### src/rtl/io_cfg_pkg.sv
// Shared types, frame layout constants and the odd-parity check for the
// I/O tile configuration frame loader.
package io_cfg_pkg;

    localparam int FRAME_BITS = 6;
    localparam int PARITY_IDX = 5;
    localparam int DATA_IDX   = 4;
    localparam int ADDR_BITS  = 4;

    typedef enum logic [2:0] {
        SHIFT  = 3'd0,
        SETUP  = 3'd1,
        STROBE = 3'd2,
        HOLD   = 3'd3,
        DONE   = 3'd4,
        ERR    = 3'd5
    } cfg_state_e;

    typedef struct packed {
        cfg_state_e state;
        logic [2:0] bit_cnt;
    } cfg_dbg_t;

    // A frame is good when the XOR of all of its bits is 1.
    function automatic logic odd_parity_ok(input logic [FRAME_BITS-1:0] frame);
        return ^frame;
    endfunction

endpackage

### src/rtl/io_cfg_frame_shifter.sv
// Bit-serial frame assembler: 6-bit shift register and bit counter. The
// payload/parity outputs already include the bit being accepted this cycle.
module io_cfg_frame_shifter
    import io_cfg_pkg::*;
(
    input  logic                clk,
    input  logic                rst,
    input  logic                shift_en,
    input  logic                bit_in,
    output logic [DATA_IDX:0]   payload,
    output logic [2:0]          bit_cnt,
    output logic                frame_full,
    output logic                parity_ok
);

    logic [FRAME_BITS-1:0] sr_q, sr_d;
    logic [2:0]            bit_cnt_q, bit_cnt_d;

    // Bits enter at the top so bit 0 of the frame ends up in sr[0].
    always_comb begin
        sr_d      = sr_q;
        bit_cnt_d = bit_cnt_q;
        if (shift_en) begin
            sr_d      = {bit_in, sr_q[FRAME_BITS-1:1]};
            bit_cnt_d = (bit_cnt_q == 3'(PARITY_IDX)) ? 3'd0 : bit_cnt_q + 3'd1;
        end
    end

    always_ff @(posedge clk) begin
        if (rst) begin
            sr_q      <= '0;
            bit_cnt_q <= '0;
        end else begin
            sr_q      <= sr_d;
            bit_cnt_q <= bit_cnt_d;
        end
    end

    assign payload    = sr_d[DATA_IDX:0];
    assign bit_cnt    = bit_cnt_q;
    assign frame_full = shift_en && (bit_cnt_q == 3'(PARITY_IDX));
    assign parity_ok  = odd_parity_ok(sr_d);

endmodule

### src/rtl/io_cfg_frame_loader.sv
// Serial configuration front end: assembles 6-bit frames from a bitstream and
// turns each good frame into one enable/address/data write on the tile port.
module io_cfg_frame_loader
    import io_cfg_pkg::*;
#(
    parameter int ADDR_WIDTH = 4,
    parameter int NUM_FRAMES = 16
) (
    input  logic                  prog_clk,
    input  logic                  pReset,
    input  logic                  bs_valid,
    input  logic                  bs_data,
    input  logic                  bs_last,
    output logic                  bs_ready,
    output logic                  cfg_enable,
    output logic [0:ADDR_WIDTH-1] cfg_address,
    output logic                  cfg_data_in,
    output logic                  cfg_done,
    output logic                  cfg_err,
    output cfg_dbg_t              dbg
);

    localparam int FCW = $clog2(NUM_FRAMES + 1);

    // Bitstream handshake: a bit moves on a cycle where bs_valid and bs_ready
    // are both high; bs_ready depends on the state register only.
    cfg_state_e            state_q, state_d;
    logic [FCW-1:0]        frame_cnt_q, frame_cnt_d;
    logic                  last_q, last_d;
    logic                  enable_q, enable_d;
    logic [0:ADDR_WIDTH-1] addr_q, addr_d;
    logic                  data_q, data_d;
    logic                  done_q, done_d;
    logic                  err_q, err_d;

    logic                  accept;
    logic [DATA_IDX:0]     payload;
    logic [2:0]            bit_cnt;
    logic                  frame_full;
    logic                  parity_ok;
    logic [0:ADDR_WIDTH-1] frame_addr;

    assign accept = bs_valid && (state_q == SHIFT);

    io_cfg_frame_shifter u_shifter (
        .clk        (prog_clk),
        .rst        (pReset),
        .shift_en   (accept),
        .bit_in     (bs_data),
        .payload    (payload),
        .bit_cnt    (bit_cnt),
        .frame_full (frame_full),
        .parity_ok  (parity_ok)
    );

    // The first address bit on the wire lands in the highest-indexed port bit.
    always_comb begin
        frame_addr = '0;
        for (int i = 0; i < ADDR_BITS; i++) begin
            frame_addr[ADDR_WIDTH-1-i] = payload[i];
        end
    end

    always_comb begin
        state_d     = state_q;
        frame_cnt_d = frame_cnt_q;
        last_d      = last_q;
        enable_d    = 1'b0;
        addr_d      = addr_q;
        data_d      = data_q;
        done_d      = done_q;
        err_d       = err_q;
        unique case (state_q)
            SHIFT: begin
                if (accept) begin
                    if (bs_last && !frame_full) begin
                        state_d = ERR;
                        err_d   = 1'b1;
                    end else if (frame_full) begin
                        if (!parity_ok || frame_cnt_q == FCW'(NUM_FRAMES)) begin
                            state_d = ERR;
                            err_d   = 1'b1;
                        end else begin
                            state_d = SETUP;
                            addr_d  = frame_addr;
                            data_d  = payload[DATA_IDX];
                            last_d  = bs_last;
                        end
                    end
                end
            end
            SETUP: begin
                state_d  = STROBE;
                enable_d = 1'b1;
            end
            STROBE: begin
                state_d = HOLD;
                if (frame_cnt_q != FCW'(NUM_FRAMES)) begin
                    frame_cnt_d = frame_cnt_q + 1'b1;
                end
            end
            HOLD: begin
                if (!last_q) begin
                    state_d = SHIFT;
                end else if (frame_cnt_q == FCW'(NUM_FRAMES)) begin
                    state_d = DONE;
                    done_d  = 1'b1;
                end else begin
                    state_d = ERR;
                    err_d   = 1'b1;
                end
            end
            DONE: state_d = DONE;
            ERR:  state_d = ERR;
            default: begin
                state_d = ERR;
                err_d   = 1'b1;
            end
        endcase
    end

    // Reset parks in HOLD with no pending last, so bs_ready stays low during
    // reset and the loader enters SHIFT on the first edge after release.
    always_ff @(posedge prog_clk) begin
        if (pReset) begin
            state_q     <= HOLD;
            frame_cnt_q <= '0;
            last_q      <= 1'b0;
            enable_q    <= 1'b0;
            addr_q      <= '0;
            data_q      <= 1'b0;
            done_q      <= 1'b0;
            err_q       <= 1'b0;
        end else begin
            state_q     <= state_d;
            frame_cnt_q <= frame_cnt_d;
            last_q      <= last_d;
            enable_q    <= enable_d;
            addr_q      <= addr_d;
            data_q      <= data_d;
            done_q      <= done_d;
            err_q       <= err_d;
        end
    end

    assign bs_ready    = (state_q == SHIFT);
    assign cfg_enable  = enable_q;
    assign cfg_address = addr_q;
    assign cfg_data_in = data_q;
    assign cfg_done    = done_q;
    assign cfg_err     = err_q;
    assign dbg         = '{state: state_q, bit_cnt: bit_cnt};

endmodule

### config.mk
export PLATFORM = sky130hd
export DESIGN_NAME = io_cfg_frame_loader
export DESIGN_NICKNAME = d
export VERILOG_FILES = /design/src/rtl/io_cfg_pkg.sv /design/src/rtl/io_cfg_frame_shifter.sv /design/src/rtl/io_cfg_frame_loader.sv
export SDC_FILE = /design/constraint.sdc
export NUM_CORES = 1
export LEC_CHECK = 0
export ABC_AREA = 1
export BUFFER_PORTS_ARGS = -buffer_cell sky130_fd_sc_hd__buf_2
export CAP_MARGIN = 20
export CORE_MARGIN = 2
export CORE_UTILIZATION = 29
export DETAILED_ROUTE_END_ITERATION = 7
export SLEW_MARGIN = 30
export SYNTH_ARGS = -nofsm -noshare
export SYNTH_HDL_FRONTEND = slang
export SYNTH_SLANG_ARGS = --single-unit
export TNS_END_PERCENT = 50
### constraint.sdc
create_clock -name prog_clk -period 3.8 [get_ports prog_clk]
set_input_delay 0.38 -clock prog_clk [delete_from_list [all_inputs] [get_ports prog_clk]]
set_output_delay 0.38 -clock prog_clk [all_outputs]
set_load 0.01 [all_outputs]
==> key figures <==
Status
  • Status: finished clean

Route
  • Drt drc: 0
  • Via count: 1261
  • WL per Instance: 10.4 um
  • Vias per inst: 4.67
  • Post-route ant nets: 0
  • Total Wirelength: 2820 um
  • TritonRoute pass-1 iters: 4
  • Drt initial violations: 30

Pwr
  • P per Cell Area: 405 mW/mm^2
  • Switch share: 26.8%
  • Psw: 0.000168 W
  • Combinational share of power: 15.6%
  • Max IR drop VDD: 190 uV
  • Sequential Power Share: 47.5%
  • Leakage: 0.749 nW
  • Power Internal: 0.000459 W
  • Clk pwr share: 36.9%

Cells and area
  • Synth-to-Final Area Change: 13.1%
  • Multi-input gate area: 687 um^2
  • Layout cells sized above 1: 17.9%
  • NumNets Final: 226
  • Filler instances: 483
  • Ant. Diodes: 0
  • Register area: 520 um^2

Run
  • Max-cap violations: 0

Clock network
  • Worst-path clk slew: 0.09 ns
  • Post-CTS Setup Inserts: 0
  • Post-cts sizing count: 0
  • Max clock buf depth: 2
  • Num CTS Buffers: 3
  • Clk_lat worst skew: 0.28 ns
  • CTS root buffer: clkbuf_8
  • H-tree depth: 1
  • CTS Sinks: 26
  • Hold buffers post-CTS: 0
  • CTS tree: yes

Yosys
  • Syn. warnings: 0
  • Synth cell types: 26
  • Seq cells post-synth: 26
  • Mapped Cells: 202
  • Most common cell in the netlist: nand2_1
  • Area contributors post-synth: dfxtp_1 38%, nand2_1 16%, inv_1 7.7%, nor2_1 6.9%, nand4_1 5.0%
  • Top cells by count, synth: 59 x nand2_1, 28 x inv_1, 26 x dfxtp_1
  • Ys flop type: dfxtp_1
  • Post-synthesis sequential area ratio: 38.0%
  • Post-synth top area share: 38.0%
  • EDFF count, synth: 0
  • Syn nets: 209
  • Mapped cell area: 0.00137 mm^2
  • Async SR Flop Fraction: 0%
  • Mean Syn Cell Area: 6.78 um^2
  • Leading area contributor after synthesis: dfxtp_1

STA
  • Slew Limit Fails: 0
  • Period utilisation layout: 53.2%
  • Final hold viol count: 0
  • Worst relative slew slack: 75.1%
  • Top achievable clock speed: 495 MHz
  • RSZ-0062 raised after global routing: false
  • Crit path time final: 2.02 ns
  • Setup Skew: 0.00697 ns
  • Worst Max-Slew Pin Slew: 0.369 ns
  • Setup violators final: 0
  • Final setup TNS: 0 ns
  • Fin worst setup slack: 1.78 ns

Setup path
  • Critical Path Source: state_q[1]
  • Critical path launch point type: flop
  • CP max FO: 15
  • Reg2Reg Launch Point: state_q[1]
  • Worst-case reg-to-reg path depth: 11
  • Critical path class: flop to flop
  • R2r setup slk: 1.78 ns
  • Crit path arrival time: 2.24 ns
  • Critical Path End Type: flop
  • Worst r2r dst: cfg_err
  • Required @ worst endpoint: 4.02 ns

Global routing
  • Global route overflow: 0
  • Initial antenna violation count: 0
  • First-pass GRT wire length: 4840 um
  • GRT Util Overall: 11.5%
  • Vias in the first global route: 1123
  • Largest net degree at the start of global routing: 16

Die
  • Rows: 24
  • I/O Pins: 20
  • Chip width: 72.7 um
  • Die Area: 0.00529 mm^2
  • Initial Utilization: 30.8%
  • CORE AREA: 0.00444 mm^2
  • Die span in y: 72.7 um

Worst hold path
  • HP Class: primary input to flop
  • Hold Crit Start: bs_last
  • WHS Path Cells: 3
  • Hold EP: last_q

Placed design
  • Global placement routability congestion: 0.798
  • Place WS: 1.83 ns
  • Input/output buffers: 19
  • HPWL after DPL: 2080 um
[logic make-up (layout without fill, tap and decap cells)]
family / after synthesis / count (layout) / synth area share (%)
buf+inv: 36 / 52 / 11.8
compound gates: 18 / 18 / 7.13
simple gates: 120 / 120 / 41.2
flops: 26 / 26 / 38.0
fa+ha+maj: 2 / 2 / 1.83
[worst max-delay path by stage]
stage                     end  slack, ns
4_1_cts               cfg_err       1.78
5_1_grt        cfg_address[1]       1.53
3_3_place_gp          cfg_err       1.81
3_5_place_dp          cfg_err       1.83
6_report              cfg_err       1.78
2_1_floorplan  cfg_address[0]       2.09
[per-layer routing]
layer	wire length, um	GRT usage [%]	vias up
met5	0	0	-
met2	1240	18.2	15
met4	61	6.38	0
met1	1450	15.0	574
li1	-	-	667
met3	70	1.52	5
[layout make-up]
cell class,instances,share of cell area (%)
multi-input combinational,140,44.4
sequential,26,33.6
inverter,29,7.03
timing repair buffer,19,6.14
tap,52,4.20
clock buffer,3,2.67
clock inverter,1,1.94
[power groups by stage]
stage,Combinational (W),Clock [W],Sequential [W]
detailed placement,0.0000983,0,0.000304
global route,0.000113,0.000249,0.000300
CTS,0.0000987,0.000239,0.000298
floorplan,0.0000740,0,0.000306
finish,0.0000980,0.000231,0.000298
global placement,0.0000982,0,0.000304
[state kept, by name (all words and copies together) (netlist names)]
| signal | cells |
|---|---|
| cfg_address | 4 |
| cfg_data_in | 1 |
| cfg_done | 1 |
| cfg_enable | 1 |
| cfg_err | 1 |
| frame_cnt_q | 5 |
| last_q | 1 |
| state_q | 3 |
| u_shifter.bit_cnt | 3 |
| u_shifter.sr_q | 6 |
[cells in the final DEF (no fill, tap or decap), drive strengths merged]
| master | Yosys | layout |
|---|---|---|
| nand2 | 66 | 66 |
| inv | 29 | 29 |
| nor2 | 28 | 28 |
| dfxtp | 26 | 26 |
| buf | 6 | 19 |
| nand4 | 11 | 11 |
| a21oi | 9 | 9 |
| o21ai | 8 | 8 |
| nor3 | 5 | 5 |
| nand3 | 5 | 5 |
| clkbuf | 1 | 3 |
| nor4 | 2 | 2 |
| ha | 2 | 2 |
| a221oi | 1 | 1 |
| and3 | 1 | 1 |
| or2 | 1 | 1 |
| nor3b | 1 | 1 |
| bufinv | 0 | 1 |
[stage by stage]
step | hold slack (ns) | cells | total power [W] | area (um^2) | util, %
after floorplan | 0.456 | 202 | 0.000380 | 1370 | -
after global placement | 0.457 | 266 | 0.000403 | 1480 | 33.2
after detailed placement | 0.453 | 266 | 0.000403 | 1480 | 33.2
after CTS | 0.367 | 270 | 0.000636 | 1550 | 34.8
after global routing | 0.377 | 270 | 0.000662 | 1550 | 34.8
final | 0.375 | 270 | 0.000627 | 1550 | 34.8
[critical path, stage by stage (launching register included)]
cell and delay (ns):
dfxtp_1 0.39, nor2_4 0.29, nand3_4 0.23, nor2_2 0.15, inv_1 0.08, nor2_2 0.10, nand2_1 0.10, inv_1 0.12
o21ai_0 0.16, nor2_1 0.16, nand2_2 0.07, a21oi_2 0.11
Power figures use the tool's default switching activity.
